**config.mk**
```make
export PLATFORM = sky130hd
export DESIGN_NAME = uart_rx_cfg
export DESIGN_NICKNAME = d
export VERILOG_FILES = /design/src/rtl/uart_rx_cfg.sv
export SDC_FILE = /design/constraint.sdc
export NUM_CORES = 1
export LEC_CHECK = 0
export ABC_CLOCK_PERIOD_IN_PS = 5920
export BUFFER_PORTS_ARGS = -buffer_cell sky130_fd_sc_hd__buf_2
export CORE_MARGIN = 5
export CORE_UTILIZATION = 51
export CTS_BUF_LIST = sky130_fd_sc_hd__clkbuf_2 sky130_fd_sc_hd__clkbuf_4 sky130_fd_sc_hd__clkbuf_8
export DETAILED_ROUTE_END_ITERATION = 7
export PLACE_DENSITY = 0.79
export SYNTH_ARGS = -nofsm -noshare
export SYNTH_HDL_FRONTEND = slang
export SYNTH_SLANG_ARGS = --single-unit
```
**constraint.sdc**
```tcl
create_clock -name i_Clock -period 5.92 [get_ports i_Clock]
set_input_delay 0.592 -clock i_Clock [delete_from_list [all_inputs] [get_ports i_Clock]]
set_output_delay 0.592 -clock i_Clock [all_outputs]
set_load 0.05 [all_outputs]
```
**src/rtl/uart_rx_cfg.sv**
```systemverilog
// rtl/uart_rx_cfg.sv - configurable UART receiver (5-8 data bits, parity, 1/2 stop) with RX FIFO
module uart_rx_cfg #(
   parameter int CLK_CNT_W  = 16,
   parameter int FIFO_DEPTH = 4,
   parameter int LVL_W      = $clog2(FIFO_DEPTH + 1)
) (
   input  logic                 i_Clock,
   input  logic                 rst_ni,
   input  logic                 i_Rx_Serial,
   input  logic [CLK_CNT_W-1:0] i_Clks_Per_Bit,
   input  logic [1:0]           i_Data_Bits,
   input  logic                 i_Parity_En,
   input  logic                 i_Parity_Odd,
   input  logic                 i_Two_Stop,
   output logic                 o_Rx_Valid,
   input  logic                 i_Rx_Ready,
   output logic [7:0]           o_Rx_Byte,
   output logic                 o_Rx_Par_Err,
   output logic                 o_Rx_Frm_Err,
   output logic                 o_Overrun,
   output logic                 o_Busy,
   output logic [LVL_W-1:0]     o_Fifo_Level
);

   localparam int PTR_W = $clog2(FIFO_DEPTH);

   typedef enum logic [2:0] {S_IDLE, S_START, S_DATA, S_PARITY, S_STOP, S_BREAK} state_t;

   logic sync1, sync2;

   always_ff @(posedge i_Clock or negedge rst_ni) begin
      if (!rst_ni) begin
         sync1 <= 1'b1;
         sync2 <= 1'b1;
      end else begin
         sync1 <= i_Rx_Serial;
         sync2 <= sync1;
      end
   end

   state_t               state;
   logic [CLK_CNT_W-1:0] cnt, cpb, cpb_m1;
   logic [1:0]           bits_cfg;
   logic                 par_en, par_odd, two_stop;
   logic [2:0]           bit_idx;
   logic                 stop_idx;
   logic [7:0]           shreg;
   logic                 par_err, frm_err, busy;
   logic                 bit_end, half_end, last_data, last_stop, push, push_frm;

   assign cpb_m1    = cpb - CLK_CNT_W'(1);
   assign bit_end   = (cnt == cpb_m1);
   assign half_end  = (cnt == (cpb_m1 >> 1));
   assign last_data = (bit_idx == (3'd4 + {1'b0, bits_cfg}));
   assign last_stop = !two_stop || stop_idx;
   assign push      = (state == S_STOP) && bit_end && last_stop;
   // Frame error accumulates over both stop bits; the push needs the current sample folded in.
   assign push_frm  = frm_err | ~sync2;

   always_ff @(posedge i_Clock or negedge rst_ni) begin
      if (!rst_ni) begin
         state    <= S_IDLE;
         cnt      <= '0;
         cpb      <= '0;
         bits_cfg <= '0;
         par_en   <= 1'b0;
         par_odd  <= 1'b0;
         two_stop <= 1'b0;
         bit_idx  <= '0;
         stop_idx <= 1'b0;
         shreg    <= '0;
         par_err  <= 1'b0;
         frm_err  <= 1'b0;
         busy     <= 1'b0;
      end else begin
         cnt <= cnt + CLK_CNT_W'(1);
         case (state)
            S_IDLE: begin
               cnt <= '0;
               if (!sync2) begin
                  state    <= S_START;
                  busy     <= 1'b1;
                  cpb      <= i_Clks_Per_Bit;
                  bits_cfg <= i_Data_Bits;
                  par_en   <= i_Parity_En;
                  par_odd  <= i_Parity_Odd;
                  two_stop <= i_Two_Stop;
                  bit_idx  <= '0;
                  stop_idx <= 1'b0;
                  shreg    <= '0;
                  par_err  <= 1'b0;
                  frm_err  <= 1'b0;
               end
            end
            S_START: begin
               if (half_end) begin
                  cnt <= '0;
                  if (sync2) begin
                     state <= S_IDLE;
                     busy  <= 1'b0;
                  end else begin
                     state <= S_DATA;
                  end
               end
            end
            S_DATA: begin
               if (bit_end) begin
                  cnt            <= '0;
                  shreg[bit_idx] <= sync2;
                  bit_idx        <= bit_idx + 3'd1;
                  if (last_data) state <= par_en ? S_PARITY : S_STOP;
               end
            end
            S_PARITY: begin
               if (bit_end) begin
                  cnt     <= '0;
                  par_err <= ^shreg ^ sync2 ^ par_odd;
                  state   <= S_STOP;
               end
            end
            S_STOP: begin
               if (bit_end) begin
                  cnt     <= '0;
                  frm_err <= push_frm;
                  if (last_stop) begin
                     if (sync2) begin
                        state <= S_IDLE;
                        busy  <= 1'b0;
                     end else begin
                        state <= S_BREAK;
                     end
                  end else begin
                     stop_idx <= 1'b1;
                  end
               end
            end
            S_BREAK: begin
               cnt <= '0;
               if (sync2) begin
                  state <= S_IDLE;
                  busy  <= 1'b0;
               end
            end
            default: begin
               state <= S_IDLE;
               busy  <= 1'b0;
            end
         endcase
      end
   end

   logic [9:0]       mem [FIFO_DEPTH];
   logic [PTR_W-1:0] wr_ptr, rd_ptr;
   logic [LVL_W-1:0] level;
   logic             overrun, full, pop, wr_en;
   logic [9:0]       head;

   assign full  = (level == LVL_W'(FIFO_DEPTH));
   assign pop   = (level != '0) && i_Rx_Ready;
   assign wr_en = push && (!full || pop);

   always_ff @(posedge i_Clock) begin
      if (wr_en) mem[wr_ptr] <= {shreg, par_err, push_frm};
   end

   always_ff @(posedge i_Clock or negedge rst_ni) begin
      if (!rst_ni) begin
         wr_ptr  <= '0;
         rd_ptr  <= '0;
         level   <= '0;
         overrun <= 1'b0;
      end else begin
         overrun <= push && full && !pop;
         if (wr_en) wr_ptr <= wr_ptr + PTR_W'(1);
         if (pop)   rd_ptr <= rd_ptr + PTR_W'(1);
         case ({wr_en, pop})
            2'b10:   level <= level + LVL_W'(1);
            2'b01:   level <= level - LVL_W'(1);
            default: level <= level;
         endcase
      end
   end

   assign o_Rx_Valid   = (level != '0);
   assign head         = o_Rx_Valid ? mem[rd_ptr] : 10'd0;
   assign o_Rx_Byte    = head[9:2];
   assign o_Rx_Par_Err = head[1];
   assign o_Rx_Frm_Err = head[0];
   assign o_Overrun    = overrun;
   assign o_Busy       = busy;
   assign o_Fifo_Level = level;

endmodule

```
==> results by group <==
Synth
  – Post-synth ARST share: 61.9%
  – Sequential share of the synthesized area: 48.8%
  – Syn Inst Count: 523
  – Syn Area/Cell: 11.1 um2
  – Synth warn: 0
  – Mapped Area: 0.00580 mm2
  – Mapped Nets: 556
  – Synth Register Bits: 105
  – Top FF cell, synth: dfrtp_1
  – Post-synth EDFFs: 40
  – Distinct cells, synth: 66

Clocking
  – H-tree depth: 3
  – Number of buffers created by CTS: 9
  – CTS tree: built
  – Clk Latency, worst-skew pair: 0.38 ns
  – CTS Sinks: 105
  – Root Buffer: clkbuf_8
  – Cts repair resizes: 0
  – CTS max path bufs: 2
  – CTS Hold Bufs: 0
  – CTS clk-pin slew, worst paths: 0.12 ns
  – Post-CTS Setup Repair Bufs: 0

Power and ir drop
  – Peak VDD IR: 0.000297 V
  – Clock share of power: 20.6%
  – Sw Share: 38.8%
  – P_leak: 2.51 nW
  – Pint: 1.37 mW
  – Logic pwr share: 33.0%
  – Power per cell area: 358 mW/mm2
  – Psw: 868 uW
  – Sequential share of power: 46.4%

Die
  – Initial Util: 51.4%
  – Core area: 0.0113 mm2
  – Die Height: 117 um
  – # rows: 39
  – Die area: 0.0136 mm2
  – Chip width: 117 um
  – Ports: 41

STA
  – Final setup viols: 0
  – Slew HR: 45.9%
  – Max Clock Skew: 0.0171 ns
  – RSZ-0062 raised after global routing: false
  – Final Hold Fails: 0
  – Setup TNS: 0 ns
  – Worst-margin pin slew: 0.811 ns
  – Final min period: 3.84 ns
  – Fin crit share: 64.9%
  – Fmax: 260 MHz
  – Worst Slack Setup Final: 2.08 ns
  – Final Max Slew Viols: 0
  – Hold Worst Slack: 0.295 ns

Global routing
  – Gr ovfl total: 0
  – Largest net degree at the start of global routing: 66
  – Vias in the first global route: 3829
  – Gr usage total: 17.9%
  – First-pass GRT wire length: 19100 um
  – Initial antenna violation count: 0

Drt
  – Initial DRT Pass Iterations: 5
  – DR vias/cell: 5.71
  – Drt initial violations: 294
  – Final ANT Viol Nets: 0
  – DR WL/cell: 16.7 um
  – Post-Route WL: 11500 um
  – Total number of vias: 3938
  – DRC viols: 0

Critical path
  – Nature of the critical path startpoint: flop
  – CP max FO: 9
  – Crit-path slowest cell: nor3_1
  – Critical path's largest stage delay: 0.62 ns
  – WP data arrival: 4.11 ns
  – Crit. End Element: flop
  – Setup CP Type: flop to flop
  – Worst path cell trace: nor3_1 -> nand3_1 -> nor4_2 -> xnor3_1 -> o2111a_1 -> and3_1 -> and4_1 -> nor2_1 -> fa_1 -> or3b_1 -> a21oi_1 -> nand3b_1
  – R2R depth: 12
  – Required time of the critical path: 6.19 ns

Final layout
  – Area Growth Syn to Fin: 7.64%
  – Final #Nets: 575
  – Share of cells above drive strength 1: 19.6%
  – Most frequent cells in the layout: 63 x dfrtp_1, 45 x nor2_1, 42 x xnor2_1, 40 x buf_2, 40 x edfxtp_1
  – Core Util, Final: 55.3%
  – N_diodes: 0
  – Design Area, Final: 0.00624 mm2
  – Most common cell after layout, fill and taps aside: dfrtp_1

Place
  – Buffers on Ports: 40
  – Placement Cell Area: 0.00603 mm2
  – Gpl congestion: 1.01
  – Dpl hpwl: 8310 um
  – Dpl ws: 2.09 ns

Outcome
  – Status: complete, no violations

Hold path
  – Hold crit path type: input pin to flop
  – Worst Hold Depth: 1

Job
  – Max-cap viol count: 0
[state kept, by name, indices dropped and copies added, names as in the netlist, 2 cells and up]
name,cells
bit_idx,3
rd_ptr,2
mem,40
wr_ptr,2
state,3
o_Fifo_Level,3
bits_cfg,2
cnt,16
cpb,16
shreg,8
[cell families (layout without fill, tap and decap cells)]
family,Yosys count,after routing,share of synthesized area [%]
AND/OR/NAND/NOR,189,189,18.2
flip-flops,105,105,48.8
AO/OA/AOI/OAI,72,72,8.05
XOR/XNOR,69,69,10.9
buffers and inverters,47,71,3.80
multiplexers,33,33,8.40
adder cells (fa/ha/maj),8,8,1.86
[through the flow]
step           power (mW)  cells
3_3_place_gp         1.76    674
5_1_grt              2.37    690
4_1_cts              2.24    690
2_1_floorplan        1.65    523
6_report             2.24    690
3_5_place_dp         1.78    674
[synth_stat cells, types with 2 or more instances]
cell,instances,share of area [%]
nand3b_1,4,0.52
o2111a_1,2,0.39
dfrtp_1,63,27
nor3b_1,2,0.26
nor2_1,45,2.9
and3_1,8,0.86
nor4_1,6,0.65
a31oi_1,7,0.76
edfxtp_1,40,21
nor2b_1,4,0.43
or3b_1,2,0.30
a21oi_1,6,0.52
clkbuf_1,22,1.4
or3_1,4,0.43
buf_2,5,0.43
buf_4,5,0.65
xnor2_1,42,6.3
nor3_1,9,0.78
ha_1,7,1.5
nand3_1,22,1.9
nand2_1,38,2.5
a311oi_1,2,0.30
o22a_1,2,0.30
o21ai_0,30,2.6
mux4_2,10,3.9
o211ai_1,3,0.39
dfstp_2,2,0.91
nand4_1,5,0.54
xor2_1,25,3.8
and2_1,17,1.8
inv_1,12,0.78
mux2_2,21,4.1
xnor3_1,2,0.78
nand2b_1,8,0.86
nor4_2,2,0.43
a21o_1,2,0.26
o21ai_1,4,0.35
o31ai_1,2,0.26
a2bb2oi_1,2,0.30
or4_4,3,0.58
[cell type report]
type,instances,area [um2]
fillers,927,5030
flip-flops and latches,105,2830
multi-input cells,371,2750
repair buffers,43,223
well taps,143,179
clock buffers,9,124
clock inverters,7,86.3
inverters,12,45.0
[worst paths after layout]
kind                             start              end  slack, ns
setup / recovery                cpb[2]  o_Fifo_Level[2]       2.08
hold / removal             i_Rx_Serial            sync1       0.29
setup reg to reg                cpb[2]  o_Fifo_Level[2]       2.08
hold reg to reg                  sync1            sync2       0.37
max in group asynchronous       rst_ni          cnt[15]       5.02
min in group asynchronous       rst_ni           cnt[0]       0.38
[worst max-delay path, delay by kind of cell, from the launching register on]
| kind | cells | cell delay (ns) |
|---|---|---|
| xor+xnor | 1 | 0.19 |
| flops | 1 | 0.48 |
| fa+ha+maj | 1 | 0.41 |
| compound gates | 2 | 0.36 |
| simple gates | 8 | 2.29 |
[power groups by stage]
stage	clock network, mW	registers [mW]	logic (mW)
after global placement	0	1.04	0.717
final	0.460	1.04	0.738
after detailed placement	0	1.05	0.732
after floorplan	0	0.926	0.722
after CTS	0.471	1.04	0.739
after global routing	0.504	1.06	0.812
[metal layers]
metal / routed length, um / GRT usage (%) / share of wire (%)
met2: 5770 / 29.9 / 50
met5: 0 / 0 / 0
met3: 502 / 3.47 / 4.3
met4: 211 / 6.42 / 1.8
met1: 5060 / 23.4 / 44
Note: power is estimated with default switching activity, not from simulation.
